$ cat src/rtl/rv32i_pkg.sv
// Shared RV32I definitions: opcodes, immediate formats, decode stage states and the
// decoded-instruction record held in the output and skid registers.
package rv32i_pkg;

  localparam int XLEN = 32;

  localparam logic [6:0] OP_LOAD   = 7'b0000011;
  localparam logic [6:0] OP_IMM    = 7'b0010011;
  localparam logic [6:0] OP_JALR   = 7'b1100111;
  localparam logic [6:0] OP_SYSTEM = 7'b1110011;
  localparam logic [6:0] OP_STORE  = 7'b0100011;
  localparam logic [6:0] OP_BRANCH = 7'b1100011;
  localparam logic [6:0] OP_LUI    = 7'b0110111;
  localparam logic [6:0] OP_AUIPC  = 7'b0010111;
  localparam logic [6:0] OP_JAL    = 7'b1101111;
  localparam logic [6:0] OP_OP     = 7'b0110011;
  localparam logic [6:0] OP_FENCE  = 7'b0001111;

  typedef enum logic [2:0] {
    IMM_I    = 3'd0,
    IMM_S    = 3'd1,
    IMM_B    = 3'd2,
    IMM_U    = 3'd3,
    IMM_J    = 3'd4,
    IMM_NONE = 3'd5
  } imm_type_e;

  typedef enum logic [1:0] {
    ST_EMPTY = 2'b00,
    ST_FULL  = 2'b01,
    ST_SKID  = 2'b10
  } decode_state_e;

  typedef struct packed {
    logic [XLEN-1:0] pc;
    logic [31:0]     insn;
    logic [6:0]      opcode;
    logic [4:0]      rd;
    logic [2:0]      funct3;
    logic [4:0]      rs1;
    logic [4:0]      rs2;
    logic [6:0]      funct7;
    logic [31:0]     imm;
    logic            illegal;
  } decoded_insn_t;

endpackage

$ cat src/rtl/imm_gen.sv
// Immediate generator: picks the RV32I immediate format from the opcode and
// returns the sign-extended value; unknown opcodes yield zero and IMM_NONE.
module imm_gen
  import rv32i_pkg::*;
(
  input  logic [31:0] insn,
  output logic [31:0] imm,
  output imm_type_e   imm_type
);

  always_comb begin
    imm      = '0;
    imm_type = IMM_NONE;
    unique case (insn[6:0])
      OP_LOAD, OP_IMM, OP_JALR, OP_SYSTEM: begin
        imm_type = IMM_I;
        imm      = {{20{insn[31]}}, insn[31:20]};
      end
      OP_STORE: begin
        imm_type = IMM_S;
        imm      = {{20{insn[31]}}, insn[31:25], insn[11:7]};
      end
      OP_BRANCH: begin
        imm_type = IMM_B;
        imm      = {{19{insn[31]}}, insn[31], insn[7], insn[30:25], insn[11:8], 1'b0};
      end
      OP_LUI, OP_AUIPC: begin
        imm_type = IMM_U;
        imm      = {insn[31:12], 12'b0};
      end
      OP_JAL: begin
        imm_type = IMM_J;
        imm      = {{11{insn[31]}}, insn[31], insn[19:12], insn[20], insn[30:21], 1'b0};
      end
      default: begin
        imm_type = IMM_NONE;
        imm      = '0;
      end
    endcase
  end

endmodule

$ cat src/rtl/decode.sv
// RV32I decode stage: field split, immediate and illegal flag captured into a
// registered output backed by a one-entry skid buffer.
//
// state    | meaning
// ST_EMPTY | nothing held, outputs invalid, input accepted
// ST_FULL  | output register valid, input accepted
// ST_SKID  | output and skid registers both valid, input stalled
module decode
  import rv32i_pkg::*;
#(
  parameter int AWIDTH = 32,
  parameter int DWIDTH = 32
) (
  input  logic              clk,
  input  logic              rst,
  input  logic              valid_i,
  output logic              ready_o,
  input  logic [AWIDTH-1:0] pc_i,
  input  logic [DWIDTH-1:0] insn_i,
  input  logic              flush_i,
  output logic              valid_o,
  input  logic              ready_i,
  output logic [AWIDTH-1:0] pc_o,
  output logic [DWIDTH-1:0] insn_o,
  output logic [6:0]        opcode_o,
  output logic [4:0]        rd_o,
  output logic [2:0]        funct3_o,
  output logic [4:0]        rs1_o,
  output logic [4:0]        rs2_o,
  output logic [6:0]        funct7_o,
  output logic [31:0]       imm_o,
  output logic              illegal_o
);

  decode_state_e r_state;
  decoded_insn_t r_out;
  decoded_insn_t r_skid;

  logic [31:0]   w_insn;
  logic [31:0]   w_imm;
  imm_type_e     w_imm_type;
  logic          w_illegal;
  decoded_insn_t w_dec;

  assign w_insn = 32'(insn_i);

  imm_gen u_imm_gen (
    .insn     (w_insn),
    .imm      (w_imm),
    .imm_type (w_imm_type)
  );

  // R-type and FENCE carry no immediate but are still legal encodings
  assign w_illegal = (w_insn[1:0] != 2'b11) ||
                     ((w_imm_type == IMM_NONE) &&
                      (w_insn[6:0] != OP_OP) && (w_insn[6:0] != OP_FENCE));

  always_comb begin
    w_dec         = '0;
    w_dec.pc      = XLEN'(pc_i);
    w_dec.insn    = w_insn;
    w_dec.opcode  = w_insn[6:0];
    w_dec.rd      = w_insn[11:7];
    w_dec.funct3  = w_insn[14:12];
    w_dec.rs1     = w_insn[19:15];
    w_dec.rs2     = w_insn[24:20];
    w_dec.funct7  = w_insn[31:25];
    w_dec.imm     = w_imm;
    w_dec.illegal = w_illegal;
  end

  always_ff @(posedge clk or negedge rst) begin
    if (!rst) begin
      r_state <= ST_EMPTY;
      r_out   <= '0;
      r_skid  <= '0;
    end else if (flush_i) begin
      r_state <= ST_EMPTY;
    end else begin
      unique case (r_state)
        ST_EMPTY: begin
          if (valid_i) begin
            r_out   <= w_dec;
            r_state <= ST_FULL;
          end
        end
        ST_FULL: begin
          if (valid_i && ready_i) begin
            r_out <= w_dec;
          end else if (valid_i) begin
            r_skid  <= w_dec;
            r_state <= ST_SKID;
          end else if (ready_i) begin
            r_state <= ST_EMPTY;
          end
        end
        ST_SKID: begin
          if (ready_i) begin
            r_out   <= r_skid;
            r_state <= ST_FULL;
          end
        end
        default: r_state <= ST_EMPTY;
      endcase
    end
  end

  assign ready_o   = (r_state != ST_SKID);
  assign valid_o   = (r_state != ST_EMPTY);
  assign pc_o      = AWIDTH'(r_out.pc);
  assign insn_o    = DWIDTH'(r_out.insn);
  assign opcode_o  = r_out.opcode;
  assign rd_o      = r_out.rd;
  assign funct3_o  = r_out.funct3;
  assign rs1_o     = r_out.rs1;
  assign rs2_o     = r_out.rs2;
  assign funct7_o  = r_out.funct7;
  assign imm_o     = r_out.imm;
  assign illegal_o = r_out.illegal;

endmodule

$ cat config.mk
export PLATFORM = sky130hd
export DESIGN_NAME = decode
export DESIGN_NICKNAME = d
export VERILOG_FILES = /design/src/rtl/rv32i_pkg.sv /design/src/rtl/imm_gen.sv /design/src/rtl/decode.sv
export SDC_FILE = /design/constraint.sdc
export NUM_CORES = 1
export LEC_CHECK = 0
export CORE_ASPECT_RATIO = 1.2
export CORE_UTILIZATION = 40
export DETAILED_ROUTE_END_ITERATION = 10
export PLACE_DENSITY = 0.69
export SLEW_MARGIN = 40
export SYNTH_ARGS = -nofsm -noshare
export SYNTH_HDL_FRONTEND = slang
export SYNTH_HIERARCHICAL = 1
export SYNTH_SLANG_ARGS = --single-unit
$ cat constraint.sdc
create_clock -name clk -period 2.2 [get_ports clk]
set_clock_uncertainty 0.2 [all_clocks]
set_input_delay 0.22 -clock clk [delete_from_list [all_inputs] [get_ports clk]]
set_output_delay 0.22 -clock clk [all_outputs]
set_load 0.01 [all_outputs]
Yosys cells after proc, flatten, opt, wreduce, memory -nomap -nowiden

Index checks and enable logic that the tools add are counted.
W data, S select, Z words.

Equality and inequality tests: 23
Multiplexer cells: 13
Bitwise gates (word level): 2
Reduce and logical (&&, ||, !) cells: 12

Operator list:

| operator             | count |
|---|---|
| $mux W129            | 3 |
| $pmux W129 S3        | 1 |
| $pmux W32 S5         | 1 |
| $eq A7 B7 Y1 const B | 4 |
| $pmux W3 S5          | 1 |
| $eq A7 B5 Y1 const B | 2 |
| $eq A7 B6 Y1 const B | 2 |
| $mux W2              | 6 |
| $ne A2 B2 Y1 const B | 5 |
| $ne A3 B3 Y1 const B | 3 |
| $reduce_and A4 Y1    | 2 |
| $eq A7 B2 Y1 const B | 1 |
| $ne A7 B4 Y1 const B | 1 |
| $ne A7 B6 Y1 const B | 1 |
| $pmux W2 S3          | 1 |
| $reduce_and A5 Y1    | 1 |
| $ne A4 B4 Y1 const B | 1 |
| $reduce_or A4 Y1     | 1 |
| $eq A3 B3 Y1 const B | 1 |
| $logic_and A1 B1 Y1  | 3 |
| $reduce_bool A3 Y1   | 1 |
| $eq A2 B1 Y1 const B | 1 |
| $eq A2 B2 Y1 const B | 1 |
| $logic_not A2 Y1     | 1 |
| other kinds (4)      | 5 |

Register bits after elaboration: 260
Input bits: 69

Logic depth before layout (Yosys ltp)

Word-level depth: 9
Gate-level depth with buffers: 10
Depth with buffers taken out: 7

Cells and area by module

The synthesis kept the hierarchy.

Modules (own cells, without submodules):

| module  | instances | cells each | area an instance (sq um) | seq. area each (sq um) |
|---|---|---|---|---|
| decode  | 1         | 781        | 8,894.8                  | 4,904.7 |
| imm_gen | 1         | 71         | 498.0                    | 0.0 |

Worst setup path before layout

Ideal clock, no wire load.

Path type: input-to-reg
Start point: in insn_i[6]
End point: reg r_out, in the netlist illegal_o
Library setup time: 126 ps
Arrival: 1,623 ps
Slack: 250 ps
Stages on the path: 10
Cell sequence: buf_2 > nor2b_1 > and3_1 > buf_6 > buf_2 > a21oi_1 > nand2_1 > a31oi_1 > nor3_1 > o32a_1

Word-level cells in the longest chain between the ends: 9

RTL lines:

| what                                                        | RTL line                   | text |
|---|---|---|
| start: declaration                                          | decode.sv:19               | `input logic [DWIDTH-1:0] insn_i,` |
| $eq A7 B2 Y1, or another cell as far along                  | imm_gen.sv:14              | `unique case (insn[6:0])` |
| $reduce_or A4 Y1 / $reduce_or A2 Y1 (equally long branches) | imm_gen.sv:14              |  |
| $pmux W3 S5 (*)                                             | imm_gen.sv:14              |  |
| via w_imm_type[0]                                           | decode.sv:41               | `imm_type_e w_imm_type;` |
| $eq A3 B3 Y1 (*)                                            | decode.sv:55               | `((w_imm_type == IMM_NONE) &&` |
| $logic_and A1 B1 Y1 (*)                                     | decode.sv:55               |  |
| $logic_and A1 B1 Y1 (*)                                     | decode.sv:56               | `(w_insn[6:0] != OP_OP) && (w_insn[6:0] != OP_FENCE));` |
| $logic_or A1 B1 Y1 (*)                                      | decode.sv:54               | `assign w_illegal = (w_insn[1:0] != 2'b11) \|\|` |
| $mux W129, on equally long branches                         | decode.sv:88, decode.sv:82 |  |
| $pmux W129 S3 (*)                                           | decode.sv:80               | `unique case (r_state)` |
| end signal: assignment                                      | decode.sv:83               | `r_out <= w_dec;` |
| end signal: assignment                                      | decode.sv:89               | `r_out <= w_dec;` |
| end signal: assignment                                      | decode.sv:99               | `r_out <= r_skid;` |
| end: declaration                                            | decode.sv:36               | `decoded_insn_t r_out;` |

Mark *: on every way through the listed nets, which the timed path passes. The rest lies on a longest branch. The select of a mux whose other input is x is not followed.
A chain may end at the register's enable or synchronous reset.

Final worst setup path

Start point: reg r_state[1]
End point: reg r_out, in the netlist imm_o[21]

Word-level cells in the longest chain between the ends: 3

RTL lines:

| what                                                                       | RTL line     | text |
|---|---|---|
| start: declaration                                                         | decode.sv:35 | `decode_state_e r_state;` |
| start signal: assignment                                                   | decode.sv:74 | `r_state <= ST_EMPTY;` |
| start signal: assignment                                                   | decode.sv:78 | `r_state <= ST_EMPTY;` |
| start signal: assignment                                                   | decode.sv:84 | `r_state <= ST_FULL;` |
| $eq A2 B1 Y1, or another cell as far along                                 | decode.sv:80 |  |
| $ne A2 B2 Y1 (no source line) / $reduce_bool A3 Y1 (equally long branches) | n/a          |  |
| $reduce_and A5 Y1 (no source line)                                         | n/a          |  |

Several ways; a longest one is shown, not always the timed one.

==> impl_metrics.env <==
export IMPL_postLayoutCoreUtil_pct=53.8
export IMPL_netlist_instances=852
export IMPL_ys_flop_type="dfrtp_1"
export IMPL_grt_use_total_pct=18.9
export IMPL_cts_max_path_buffers=2
export IMPL_core_um2=23100
export IMPL_grt_busiest_layer="met2"
export IMPL_syn_mean_instance_area_um2=11.0
export IMPL_cap_violations=0
export IMPL_path_class="reg2reg"
export IMPL_clkSlewWorstSetupHoldPaths_ns=0.07
export IMPL_diodes=0
export IMPL_postLayoutCellArea_um2=12400
export IMPL_synthAdderAreaFrac_pct=0
export IMPL_leakage_nw=6.02
export IMPL_drc_errors=0
export IMPL_ys_seq_elements=196
export IMPL_die_x_um=142
export IMPL_ys_seq_area_share_pct=52.2
export IMPL_initial_core_util_pct=40.6
export IMPL_rows=61
export IMPL_powerDensity_nw_per_um2=794
export IMPL_drive_above_1_share_pct=26.9
export IMPL_tightest_slew_ns=0.512
export IMPL_fmax_mhz=476
export IMPL_final_hold_violation_count=0
export IMPL_n_fill_cell=2012
export IMPL_crit_path_end_kind="register"
export IMPL_vias=6713
export IMPL_grt_max_degree=99
export IMPL_synth_top_family_by_area="multiplexers"
export IMPL_worstPathCellList="buf_4, nand2b_1, a21oi_2, o21ba_4, buf_12, mux2_2"
export IMPL_io_pins=200
export IMPL_cts_sinks=196
export IMPL_clkLatencyLatePin_ns=0.43
export IMPL_globalRouteMet2Util_pct=31.7
export IMPL_critPathMaxStageDelay_ns=0.38
export IMPL_synth_mux_area_share_pct=24.3
export IMPL_setup_viol=0
export IMPL_min_path_type="in2async"
export IMPL_crit_slowest_cell="dfrtp_1"
export IMPL_htreeDepth=4
export IMPL_synthesis_nets=921
export IMPL_fin_crit_ns=2.10
export IMPL_dieHeight_um=170
export IMPL_worstSetupStartpointType="register"
export IMPL_hpwl_um=14800
export IMPL_root_buffer="clkbuf_16"
export IMPL_synthXorXnorAreaFrac_pct=0
export IMPL_vdd_drop_max_v=0.000566
export IMPL_tritoncts="done"
export IMPL_cts_buffers=17
export IMPL_synthSimpleGateAreaFrac_pct=14.6
export IMPL_post_place_ws_ns=-0.239
export IMPL_antenna_found_initial=0
export IMPL_gp_congestion=0.775
export IMPL_met1_usage_pct=23.8
export IMPL_avgViaCountPerCell=4.91
export IMPL_wirelength_um=22200
export IMPL_grt_ovfl_total=0
export IMPL_drtIter0Drc=350
export IMPL_netlist_area_um2=9390
export IMPL_fin_crit_sh_pct=95.5
export IMPL_io_buffers=199
export IMPL_required_ns=2.31
export IMPL_dieArea_um2=24100
export IMPL_drv_slew=0
export IMPL_critPathArrivalTime_ns=2.22
export IMPL_grt_use_met3_pct=4.73
export IMPL_max_slew_margin_rel_pct=65.8
export IMPL_grt_pass1_wl_um=35400
export IMPL_status="finished clean"
export IMPL_routedWlPerCell_um=16.3
export IMPL_dpl_instance_area_um2=11800
export IMPL_rsz0062_at_grt="false"
export IMPL_cp_max_fo=24
export IMPL_synth_edf_count=0
export IMPL_ys_async_sr_fraction_pct=100
export IMPL_area_growth_pct=32.3
export IMPL_synth_compound_area_share_pct=3.41
export IMPL_grt_pass1_vias=6548
export IMPL_nets=1108
export IMPL_firstDrtPassIters=4
export IMPL_ant_nets=0
export IMPL_worst_slack_ns=0.0980
export IMPL_yosysWarnings=6
export IMPL_yosysUniqueCellTypes=39
## synthesized netlist by cell type (2+ instances only)
cell | number | area [um2]
nand2b_1 | 3 | 18.8
a32o_1 | 2 | 20.0
and3_1 | 3 | 18.8
nand2_1 | 299 | 1120
mux2_4 | 29 | 435
buf_2 | 27 | 135
buf_4 | 33 | 248
nor2_1 | 5 | 18.8
nor3_1 | 2 | 10.0
nor2b_1 | 5 | 31.3
dfrtp_1 | 196 | 4900
clkbuf_1 | 11 | 41.3
buf_1 | 3 | 11.3
inv_1 | 3 | 11.3
a22o_1 | 4 | 35.0
and2_1 | 7 | 43.8
nand3_1 | 2 | 10.0
o21ai_0 | 4 | 20.0
buf_6 | 6 | 67.6
a21oi_1 | 4 | 20.0
nand4bb_1 | 2 | 22.5
a21o_1 | 22 | 165
mux2_2 | 164 | 1850
## registers in the layout, summed over array words and instances (netlist names)
register and flops:
illegal_o 1, imm_o 32, insn_o 32, pc_o 32
r_skid 97, r_state 2
## layout by cell type, fill, tap and decap left out, drive strengths merged, types with 3 or more instances in the layout
| cell | n |
|---|---|
| a21o | 22 |
| a21oi | 4 |
| a22o | 4 |
| and2 | 7 |
| and3 | 3 |
| buf | 46 |
| clkbuf | 24 |
| clkdlybuf4s50 | 197 |
| clkinv | 3 |
| clkinvlp | 4 |
| dfrtp | 196 |
| inv | 8 |
| mux2 | 193 |
| nand2 | 299 |
| nand2b | 3 |
| nor2 | 5 |
| nor2b | 5 |
| o21ai | 4 |
## repair_timing
item,in CTS,in global routing
pin swaps,0,2
cloned,0,2
buffers inserted,2,0
endpoints found under the setup margin,2,61
resized for setup,2,3
hold buffers,1,0
endpoints found under the hold margin,172,0
## worst max-delay path: cells and delay by family, from the launching register on
kind	cells	cell delay (ns)
AND/OR/NAND/NOR	1	0.16
flip-flops	1	0.38
buffers and inverters	2	0.40
AO/OA/AOI/OAI	2	0.47
multiplexers	1	0.36
## logic make-up after synthesis
logic type	after synthesis
multiplexers	193
AND/OR/NAND/NOR	336
AO/OA/AOI/OAI	43
flip-flops	196
buffers and inverters	84
## layer usage
layer	part of all wire, %	vias up
met5	0	-
met4	2.1	0
met3	4.9	29
met2	50	144
met1	43	3355
li1	-	3185
## per-stage QoR
step	total power, W	cells	setup TNS [ns]	hold slack [ns]
floorplan	0.00583	852	0	-0.276
detailed placement	0.00698	1330	-12.52	0.0118
CTS	0.00997	1365	0	0.129
finish	0.00987	1367	0	0.108
global placement	0.00691	1330	-11.50	0.0148
global route	0.0104	1367	0	0.130
## path summary, 6_finish.rpt
path | depth (start not counted) | from | slack (ns) | endpoint
min in group clk | 2 | pc_i[19] | 0.22 | r_skid[116]
min | 2 | rst | 0.11 | insn_o[12]
max in group asynchronous | 3 | rst | 0.98 | r_skid[27]
max | 6 | r_state[1] | 0.1 | imm_o[21]
max reg2reg | 6 | r_state[1] | 0.1 | imm_o[21]
min reg2reg | 1 | r_skid[80] | 0.31 | r_skid[80]
## power breakdown
group	leakage [nW]	total, W	internal (W)	switching (W)
Clock	0.261	0.00296	0.00154	0.00143
Sequential	2.47	0.00460	0.00424	0.000353
Combinational	3.29	0.00231	0.00146	0.000855
## area by class of cell
type	instances	area [um2]	area share, %
Sequential cell	196	4910	39.5
Multi-Input combinational cell	572	4000	32.2
Timing Repair Buffer	248	2550	20.5
Clock buffer	21	460	3.70
Tap cell	315	394	3.17
Clock inverter	11	92.6	0.745
Inverter	4	20.0	0.161
(Power assumes the default switching activity.)
